$ cat src/rtl/de3d_tc_miss_sched_pkg.sv
// Shared texture-cache definitions: scheduler state encoding, bank indices and default widths.
package de3d_tc_pkg;

    typedef enum logic [1:0] {
        IDLE      = 2'd0,
        REQ       = 2'd1,
        WAIT_FILL = 2'd2,
        DONE      = 2'd3
    } tc_state_e;

    localparam logic [1:0] BANK_EE = 2'd0;
    localparam logic [1:0] BANK_EO = 2'd1;
    localparam logic [1:0] BANK_OE = 2'd2;
    localparam logic [1:0] BANK_OO = 2'd3;

    localparam int unsigned TAG_W_DEF = 5;
    localparam int unsigned MIP_W_DEF = 4;

    function automatic logic [3:0] bank_onehot(input logic [1:0] idx);
        bank_onehot = 4'b0001 << idx;
    endfunction

endpackage

$ cat src/rtl/de3d_tc_miss_sched_if.sv
// Lookup/arbiter bundle between the tag banks, the miss scheduler and the memory arbiter.
interface de3d_tc_miss_sched_if #(
    parameter int unsigned TAG_W = 5,
    parameter int unsigned MIP_W = 4,
    parameter int unsigned CNT_W = 16
);
    logic               lookup_valid;
    logic               lookup_clip;
    logic [3:0]         miss;
    logic [4*TAG_W-1:0] tag_adr;
    logic [MIP_W-1:0]   mipmap;
    logic               mem_ack;
    logic               fill_done;
    logic               stall;
    logic               mem_req;
    logic [1:0]         mem_bank;
    logic [TAG_W-1:0]   mem_tag_adr;
    logic [MIP_W-1:0]   mem_mipmap;
    logic [3:0]         tag_wr;
    logic               texel_valid;
    logic               fill_err;
    logic [CNT_W-1:0]   miss_cnt;

    modport master (
        output lookup_valid, lookup_clip, miss, tag_adr, mipmap, mem_ack, fill_done,
        input  stall, mem_req, mem_bank, mem_tag_adr, mem_mipmap, tag_wr, texel_valid,
               fill_err, miss_cnt
    );

    modport slave (
        input  lookup_valid, lookup_clip, miss, tag_adr, mipmap, mem_ack, fill_done,
        output stall, mem_req, mem_bank, mem_tag_adr, mem_mipmap, tag_wr, texel_valid,
               fill_err, miss_cnt
    );
endinterface

$ cat src/rtl/de3d_tc_miss_sched_prio4.sv
// Lowest-set-bit priority encoder over the four tag banks (ee wins).
module de3d_tc_prio4 (
    input  logic [3:0] req,
    output logic [1:0] idx,
    output logic       any
);
    always_comb begin
        idx = 2'd0;
        any = |req;
        if (req[0])      idx = 2'd0;
        else if (req[1]) idx = 2'd1;
        else if (req[2]) idx = 2'd2;
        else if (req[3]) idx = 2'd3;
    end
endmodule

$ cat src/rtl/de3d_tc_miss_sched.sv
// Texture-cache miss scheduler: serialises missing banks into fill requests, stalls the
// address pipeline until every fill lands (or times out), then releases the lookup.
module de3d_tc_miss_sched
    import de3d_tc_pkg::*;
#(
    parameter int unsigned TAG_W   = TAG_W_DEF,
    parameter int unsigned MIP_W   = MIP_W_DEF,
    parameter int unsigned FILL_TO = 255,
    parameter int unsigned CNT_W   = 16
) (
    input logic                 de_clk,
    input logic                 de_rstn,
    de3d_tc_miss_sched_if.slave tc
);
    localparam int unsigned WD_W = $clog2(FILL_TO);

    tc_state_e          state;
    logic [3:0]         pend_mask;
    logic [4*TAG_W-1:0] tag_q;
    logic [MIP_W-1:0]   mip_q;
    logic [WD_W-1:0]    wd;

    logic       acc;
    logic       wd_hit;
    logic [3:0] left_mask;
    logic [3:0] prio_in;
    logic [1:0] prio_idx;
    logic       prio_any;

    // The encoder looks at the incoming miss vector when accepting, and at the
    // mask with the current bank removed when deciding the next request.
    always_comb begin
        acc       = (state == IDLE) && tc.lookup_valid && !tc.lookup_clip && (|tc.miss);
        wd_hit    = (wd == WD_W'(FILL_TO - 1));
        left_mask = pend_mask & ~bank_onehot(tc.mem_bank);
        prio_in   = (state == IDLE) ? tc.miss : left_mask;
    end

    assign tc.stall = (state != IDLE) || acc;

    de3d_tc_prio4 u_prio (
        .req (prio_in),
        .idx (prio_idx),
        .any (prio_any)
    );

    always_ff @(posedge de_clk or negedge de_rstn) begin
        if (!de_rstn) begin
            state          <= IDLE;
            pend_mask      <= '0;
            tag_q          <= '0;
            mip_q          <= '0;
            wd             <= '0;
            tc.mem_req     <= 1'b0;
            tc.mem_bank    <= '0;
            tc.mem_tag_adr <= '0;
            tc.mem_mipmap  <= '0;
            tc.tag_wr      <= '0;
            tc.texel_valid <= 1'b0;
            tc.fill_err    <= 1'b0;
            tc.miss_cnt    <= '0;
        end else begin
            tc.tag_wr      <= '0;
            tc.texel_valid <= 1'b0;
            case (state)
                IDLE: begin
                    if (acc) begin
                        pend_mask      <= tc.miss;
                        tag_q          <= tc.tag_adr;
                        mip_q          <= tc.mipmap;
                        tc.mem_req     <= 1'b1;
                        tc.mem_bank    <= prio_idx;
                        tc.mem_tag_adr <= tc.tag_adr[prio_idx*TAG_W +: TAG_W];
                        tc.mem_mipmap  <= tc.mipmap;
                        state          <= REQ;
                    end else if (tc.lookup_valid) begin
                        tc.texel_valid <= 1'b1;
                    end
                end
                REQ: begin
                    if (tc.mem_req && tc.mem_ack) begin
                        tc.mem_req <= 1'b0;
                        wd         <= '0;
                        state      <= WAIT_FILL;
                        if (tc.miss_cnt != '1)
                            tc.miss_cnt <= tc.miss_cnt + CNT_W'(1);
                    end
                end
                WAIT_FILL: begin
                    if (tc.fill_done || wd_hit) begin
                        if (tc.fill_done) tc.tag_wr   <= bank_onehot(tc.mem_bank);
                        else              tc.fill_err <= 1'b1;
                        pend_mask <= left_mask;
                        if (prio_any) begin
                            tc.mem_req     <= 1'b1;
                            tc.mem_bank    <= prio_idx;
                            tc.mem_tag_adr <= tag_q[prio_idx*TAG_W +: TAG_W];
                            tc.mem_mipmap  <= mip_q;
                            state          <= REQ;
                        end else begin
                            state <= DONE;
                        end
                    end else begin
                        wd <= wd + WD_W'(1);
                    end
                end
                DONE: begin
                    tc.texel_valid <= 1'b1;
                    state          <= IDLE;
                end
                default: state <= IDLE;
            endcase
        end
    end
endmodule
$ cat src/flat_wrapper.sv
// flat-port wrapper written by rule: the top's interface ports become plain ports
module de3d_tc_miss_sched_flat import de3d_tc_pkg::*;
#(
    parameter int unsigned TAG_W   = TAG_W_DEF,
    parameter int unsigned MIP_W   = MIP_W_DEF,
    parameter int unsigned FILL_TO = 255,
    parameter int unsigned CNT_W   = 16
)
  (de_clk, de_rstn, tc_lookup_valid, tc_lookup_clip, tc_miss, tc_tag_adr, tc_mipmap, tc_mem_ack, tc_fill_done, tc_stall, tc_mem_req, tc_mem_bank, tc_mem_tag_adr, tc_mem_mipmap, tc_tag_wr, tc_texel_valid, tc_fill_err, tc_miss_cnt);
  de3d_tc_miss_sched_if #(.TAG_W(TAG_W), .MIP_W(MIP_W), .CNT_W(CNT_W)) tc_i ();
  input logic de_clk;
  input logic de_rstn;
  input wire logic [$bits(tc_i.lookup_valid)-1:0] tc_lookup_valid;
  input wire logic [$bits(tc_i.lookup_clip)-1:0] tc_lookup_clip;
  input wire logic [$bits(tc_i.miss)-1:0] tc_miss;
  input wire logic [$bits(tc_i.tag_adr)-1:0] tc_tag_adr;
  input wire logic [$bits(tc_i.mipmap)-1:0] tc_mipmap;
  input wire logic [$bits(tc_i.mem_ack)-1:0] tc_mem_ack;
  input wire logic [$bits(tc_i.fill_done)-1:0] tc_fill_done;
  output wire logic [$bits(tc_i.stall)-1:0] tc_stall;
  output wire logic [$bits(tc_i.mem_req)-1:0] tc_mem_req;
  output wire logic [$bits(tc_i.mem_bank)-1:0] tc_mem_bank;
  output wire logic [$bits(tc_i.mem_tag_adr)-1:0] tc_mem_tag_adr;
  output wire logic [$bits(tc_i.mem_mipmap)-1:0] tc_mem_mipmap;
  output wire logic [$bits(tc_i.tag_wr)-1:0] tc_tag_wr;
  output wire logic [$bits(tc_i.texel_valid)-1:0] tc_texel_valid;
  output wire logic [$bits(tc_i.fill_err)-1:0] tc_fill_err;
  output wire logic [$bits(tc_i.miss_cnt)-1:0] tc_miss_cnt;
  assign tc_i.lookup_valid = tc_lookup_valid;
  assign tc_i.lookup_clip = tc_lookup_clip;
  assign tc_i.miss = tc_miss;
  assign tc_i.tag_adr = tc_tag_adr;
  assign tc_i.mipmap = tc_mipmap;
  assign tc_i.mem_ack = tc_mem_ack;
  assign tc_i.fill_done = tc_fill_done;
  assign tc_stall = tc_i.stall;
  assign tc_mem_req = tc_i.mem_req;
  assign tc_mem_bank = tc_i.mem_bank;
  assign tc_mem_tag_adr = tc_i.mem_tag_adr;
  assign tc_mem_mipmap = tc_i.mem_mipmap;
  assign tc_tag_wr = tc_i.tag_wr;
  assign tc_texel_valid = tc_i.texel_valid;
  assign tc_fill_err = tc_i.fill_err;
  assign tc_miss_cnt = tc_i.miss_cnt;
  de3d_tc_miss_sched #(.TAG_W(TAG_W), .MIP_W(MIP_W), .FILL_TO(FILL_TO), .CNT_W(CNT_W)) u_core (.de_clk(de_clk), .de_rstn(de_rstn), .tc(tc_i));
endmodule
$ cat config.mk
export PLATFORM = sky130hd
export DESIGN_NAME = de3d_tc_miss_sched_flat
export DESIGN_NICKNAME = d
export VERILOG_FILES = /design/src/rtl/de3d_tc_miss_sched_pkg.sv /design/src/rtl/de3d_tc_miss_sched_if.sv /design/src/rtl/de3d_tc_miss_sched_prio4.sv /design/src/rtl/de3d_tc_miss_sched.sv /design/src/flat_wrapper.sv
export SDC_FILE = /design/constraint.sdc
export NUM_CORES = 1
export LEC_CHECK = 0
export ABC_AREA = 1
export CORE_ASPECT_RATIO = 1.75
export CORE_MARGIN = 3
export CORE_UTILIZATION = 45
export CTS_BUF_LIST = sky130_fd_sc_hd__clkbuf_16
export DETAILED_ROUTE_END_ITERATION = 8
export PLACE_DENSITY = 0.67
export SYNTH_ARGS = -nofsm -noshare
export SYNTH_HDL_FRONTEND = slang
export SYNTH_SLANG_ARGS = --single-unit
$ cat constraint.sdc
create_clock -name de_clk -period 2.5 [get_ports de_clk]
set_clock_uncertainty 0.15 [all_clocks]
set_input_delay 0.5 -clock de_clk [delete_from_list [all_inputs] [get_ports de_clk]]
set_output_delay 0.5 -clock de_clk [all_outputs]
set_load 0.03 [all_outputs]
### After elaboration in Yosys (flattened, before gate mapping)

Cells that the tools add are included.
W data, S select, Z words.

* bits in registers: 72
* input port bits: 34
* word-level logic and storage cells: 93

* add/sub/neg operators: 2
* multipliers: 1
* equal/unequal tests: 10
* shifts and indexed selects: 3
* mux-type cells: 39
* bitwise logic cells: 3
* reductions and logical operators: 22

Operators with widths (count)
* $shiftx A20 B6 Y5: 2
* $mux W4: 9
* $mux W2: 11
* $add A16 B1 Y16 const B: 1
* $mux W8: 2
* $ne A16 B16 Y1 const B: 1
* $pmux W4 S2: 2
* $pmux W8 S2: 1
* $mux W5: 3
* $reduce_and A3 Y1: 5
* $pmux W5 S2: 1
* $add A8 B1 Y8 const B: 1
* $eq A8 B8 Y1 const B: 1
* $ne A2 B1 Y1 const B: 4
* $pmux W2 S4: 1
* $reduce_or A4 Y1: 2
* $mux W1: 6
* $reduce_bool A2 Y1: 3
* $mul A2 B3 Y5 const B: 1
* $reduce_and A5 Y1: 1
* $and A4 B4 Y4: 1
* $eq A2 B2 Y1 const B: 2
* $logic_and A1 B1 Y1: 4
* $not A4 Y4: 1
* 13 further kinds: 14

### Depth between registers and ports, before layout

Gate-level depths: netlist of run 1.

* depth in word-level cells: 13
* gate-level depth with buffers: 15
* mapped depth without buffers: 13

### Cells and area by module

Synthesis of run 1 repeated with hierarchy kept, for this count alone.

* cells, all modules: 567
* area total of the unflattened synthesis: 4081.4 um2

Modules (own cells, without submodules)
* de3d_tc_miss_sched: times used 1, cells each 559, area an instance 4045.1 um2
* de3d_tc_prio4: times used 1, cells each 8, area an instance 36.3 um2

### Worst setup path before layout of run 1

Ideal clock, no wire load.

* kind: register to register
* from: register u_core.state[0]
* to: register u_core.tc.mem_tag_adr[0]
* setup time: 0.113 ns
* data arrival time: 1.743 ns
* data required time: 2.237 ns
* setup slack: 0.494 ns
* cell stages (with the launch flop): 14
* period minus slack after synthesis: 2.006 ns
* cells stage by stage: dfrtp_1 > inv_1 > ha_1 > nand2_1 > nor2_1 > nand2_1 > nand2_1 > nand2_1 > nor2_1 > nand2_2 > inv_2 > nand3_1 > nand2_1 > inv_1

* word-level cells in the longest chain between the ends: 11

RTL lines
* start: declaration: line de3d_tc_miss_sched.sv:17 `tc_state_e state;`
* start signal: assignment: line de3d_tc_miss_sched.sv:49 `state <= IDLE;`
* start signal: assignment: line de3d_tc_miss_sched.sv:75 `state <= REQ;`
* start signal: assignment: line de3d_tc_miss_sched.sv:84 `state <= WAIT_FILL;`
* $logic_not A2 Y1: line de3d_tc_miss_sched.sv:33, de3d_tc_miss_sched.sv:36, de3d_tc_miss_sched.sv:65
* $mux W4: line de3d_tc_miss_sched.sv:36 `prio_in = (state == IDLE) ? tc.miss : left_mask;`
* $mux W2: line de3d_tc_miss_sched_prio4.sv:13 `else if (req[3]) idx = 2'd3;`
* $mux W2: line de3d_tc_miss_sched_prio4.sv:12 `else if (req[2]) idx = 2'd2;`
* $mux W2: line de3d_tc_miss_sched_prio4.sv:11 `else if (req[1]) idx = 2'd1;`
* $mux W2: line de3d_tc_miss_sched_prio4.sv:10 `if (req[0]) idx = 2'd0;`
* $mul A2 B3 Y5: line de3d_tc_miss_sched.sv:73, de3d_tc_miss_sched.sv:97
* $shiftx A20 B6 Y5: line de3d_tc_miss_sched.sv:97 `tc.mem_tag_adr <= tag_q[prio_idx*TAG_W +: TAG_W];`
* $mux W5: line de3d_tc_miss_sched.sv:94 `if (prio_any) begin`
* $mux W5: line de3d_tc_miss_sched.sv:90 `if (tc.fill_done || wd_hit) begin`
* $pmux W5 S2: line de3d_tc_miss_sched.sv:65 `case (state)`
* end signal: assignment: line de3d_tc_miss_sched.sv:73 `tc.mem_tag_adr <= tc.tag_adr[prio_idx*TAG_W +: TAG_W];`
* end signal: assignment: line de3d_tc_miss_sched.sv:97
* end: declaration: line de3d_tc_miss_sched_if.sv:32 `output stall, mem_req, mem_bank, mem_tag_adr, mem_mipmap, tag_wr, texel_valid,`

Several ways; a longest one is shown, not always the timed one. The select of a mux whose other input is x is not followed.
A chain may end at the register's enable or synchronous reset.

### Final worst setup path of run 1

* from: register u_core.state[1]
* to: output tc_stall

* word-level cells in the longest chain between the ends: 5

RTL lines
* $logic_not A2 Y1: line de3d_tc_miss_sched.sv:33 `acc = (state == IDLE) && tc.lookup_valid && !tc.lookup_clip && (|tc.miss);`
* $logic_and A1 B1 Y1 (3 in a row): line de3d_tc_miss_sched.sv:33
* $logic_or A1 B1 Y1 *: line de3d_tc_miss_sched.sv:39 `assign tc.stall = (state != IDLE) || acc;`
* end: declaration: line flat_wrapper.sv:20 `output wire logic [$bits(tc_i.stall)-1:0] tc_stall;`

Mark *: on every way between the ends. The rest lies on a longest branch, timed or not.

==> qor.csv, run 1 <==
metric,value,unit
top-area cell type share of the netlist area,0.467,
Fmax,424,MHz
cts hold-fix bufs,0,
sw frac,0.426,
CTS tree,yes,
final net count,612,
area grow syn2layout,28.7,%
largest net degree at the start of global routing,73,
top post-synthesis cells by count,"nand2_1 (151), dfrtp_1 (72), inv_1 (52)",
Filler cells,750,
Yosys cell types,32,
Setup TNS Final,0,ns
num rows,44,
Num CTS Buffers,9,
DRT antenna net count,0,
core area,0.00831,mm²
Syn Area/Cell,7.74,µm²
LEAKAGE,2.39,nW
WS Path Type,register to output port,
total I/O pin count,69,
number of global-route vias before repair,3423,
dominant synthesized flop cell,dfrtp_1,
placed inst area,0.00466,mm²
Post-Syn Area,0.00386,mm²
Switching Power,0.00254,W
IO Port Bufs,68,
Iter 0 DRT Violations,142,
max_cap viols,0,
Final GP Congestion,0.872,
CP Data Required Time,1.85,ns
H-tree depth,3,
largest cells by area after synthesis,"dfrtp_1 (47%), nand2_1 (15%), o21ai_0 (5.5%)",
Post-Route WL,9.52,mm
vias per cell,5.02,
Via Count,3457,
post-synth net total,540,
Final period util,0.942,
clock power share,0.221,
Max-slew headroom,0.734,
fin area,0.00496,mm²
Max Root-Sink Buffers,2,
initial antenna violation count,0,
Synth area leader,dfrtp_1,
Die Area,0.00976,mm²
Final Hold Fails,0,
first-pass GRT wire length,16.0,mm
root buffer cell,clkbuf_16,
"FFs w/ async S/R, synth",1.00,
total clock sinks,72,
crit path DAT,1.71,ns
drt drc,0,
Syn Inst Count,498,
Setup-failing EPs final,0,
"Gates resized, CTS repair",0,
Reg power frac,0.309,
post-synthesis sequential area ratio,0.467,
"EDFF count, synth",0,
peak supply drop,623,µV
crit start category,register,
Slew @ Worst Pin,0.399,ns
pwr dens,1200,mW/mm²
worst min path class,input port to async pin,
diodes inserted,0,
Critical Path Sink Type,output port,
WHS,0.0388,ns
fin. max-slew vios,0,
number of setup buffers added after CTS,0,
outcome,finished clean,
top-count cell post-synth,nand2_1,
total grt overflow,0,
post-DR wirelength/cell,13.8,µm
post-DP HPWL,7.09,mm
Comb pwr share,0.470,
R2R cell count,11,
Initial Util,0.464,
Internal,0.00342,W
layout cells sized above 1,0.0679,
post-synthesis sequential element count,72,
die height,128,µm
Synth Warn #,0,
Horiz. Die Dim,76.0,µm
Final Critical Period,2.36,ns
Clock Latency Late Sink,0.33,ns
CP max FO,6,
drt first pass iters,4,
Clock transition at path regs,0.06,ns
Global Route Usage Sum,0.207,
unrepaired setup endpoints after global routing,false,
## final timing paths
check                           startpoint                 endpoint  slack (ns)
hold / removal                     de_rstn    u_core.tc.miss_cnt[5]        0.04
setup / recovery           u_core.state[1]                 tc_stall        0.14
hold reg to reg            u_core.tag_q[4]          u_core.tag_q[4]        0.33
max in group asynchronous          de_rstn          u_core.tag_q[8]        1.86
setup reg to reg           u_core.state[1]  u_core.tc.mem_mipmap[1]        0.22
min in group de_clk        u_core.tag_q[4]          u_core.tag_q[4]        0.33
## registers in the layout, summed over array words and instances, names as in the netlist, 4 cells and up
register / flops
u_core.tc.tag_wr: 4
u_core.pend_mask: 4
u_core.tc.mem_mipmap: 4
u_core.tc.miss_cnt: 16
u_core.tc.mem_tag_adr: 5
u_core.tag_q: 20
u_core.mip_q: 4
u_core.wd: 8
## metrics by stage
stage / power, W / utilization / setup slack [ns] / std cells
3_5_place_dp: 0.00466 / 0.561 / 0.183 / 674
5_1_grt: 0.00643 / 0.597 / 0.0151 / 689
3_3_place_gp: 0.00461 / 0.561 / 0.212 / 674
6_report: 0.00596 / 0.597 / 0.144 / 689
2_1_floorplan: 0.00379 / - / 0.494 / 498
4_1_cts: 0.00601 / 0.597 / 0.122 / 689
## power by group through the flow
stage                     Combinational, W  Clock [W]  Sequential [W]
after floorplan                    0.00174          0         0.00206
after global placement             0.00277          0         0.00184
after detailed placement           0.00281          0         0.00185
after CTS                          0.00283    0.00133         0.00184
after global routing               0.00316    0.00139         0.00189
final                              0.00280    0.00131         0.00184
## area by class of cell
cell class / instances / area (µm²) / area share
Sequential cell: 72 / 1800 / 0.363
Clock inverter: 6 / 76.3 / 0.0154
Multi-Input combinational cell: 354 / 1750 / 0.353
Inverter: 56 / 213 / 0.0429
Clock buffer: 9 / 225 / 0.0454
Timing Repair Buffer: 77 / 753 / 0.152
Tap cell: 115 / 144 / 0.0290
## layer usage
metal,global-route usage,wire length [µm],vias up
li1,-,-,1719
met1,0.213,3610,1624
met2,0.399,5230,94
met3,0.0441,408,20
met4,0.0939,272,0
met5,0,0,-
## layout by cell type (no fill, tap or decap), drive strengths merged
cell type,netlist,routed
clkbuf,7,9
nand4,2,2
nand2,158,158
a21oi,16,16
o211ai,5,5
clkinv,1,4
clkdlybuf4s50,0,66
nand3,36,36
o31ai,9,9
xor2,8,8
nor4,1,1
nor3,4,4
ha,8,8
xnor2,11,11
buf,9,11
dfrtp,72,72
inv,55,56
or2,1,1
bufinv,0,2
o21bai,1,1
o21ai,44,44
nor2,50,50
## worst max-delay path, cell delays in order (launching register included)
cell	delay [ns]
dfrtp_1	0.41
inv_1	0.14
ha_1	0.39
buf_4	0.19
nand2_1	0.06
buf_4	0.17
## cells by family (layout without fill, tap and decap cells)
kind of cell | count (synthesis) | in the layout | share of synthesized area
buffers and inverters | 72 | 148 | 0.0788
adder cells (fa/ha/maj) | 8 | 8 | 0.0260
XOR/XNOR | 19 | 19 | 0.0432
flip-flops | 72 | 72 | 0.467
AO/OA/AOI/OAI | 75 | 75 | 0.108
AND/OR/NAND/NOR | 252 | 252 | 0.277
Note: power is estimated with default switching activity, not from simulation.
==> run 2, diff against run 1 <==
- SKIP_CTS_REPAIR_TIMING: unset -> 1
==> results of run 2 <==
Same layout as run 1: the final DEF is identical, and so are final timing and power.
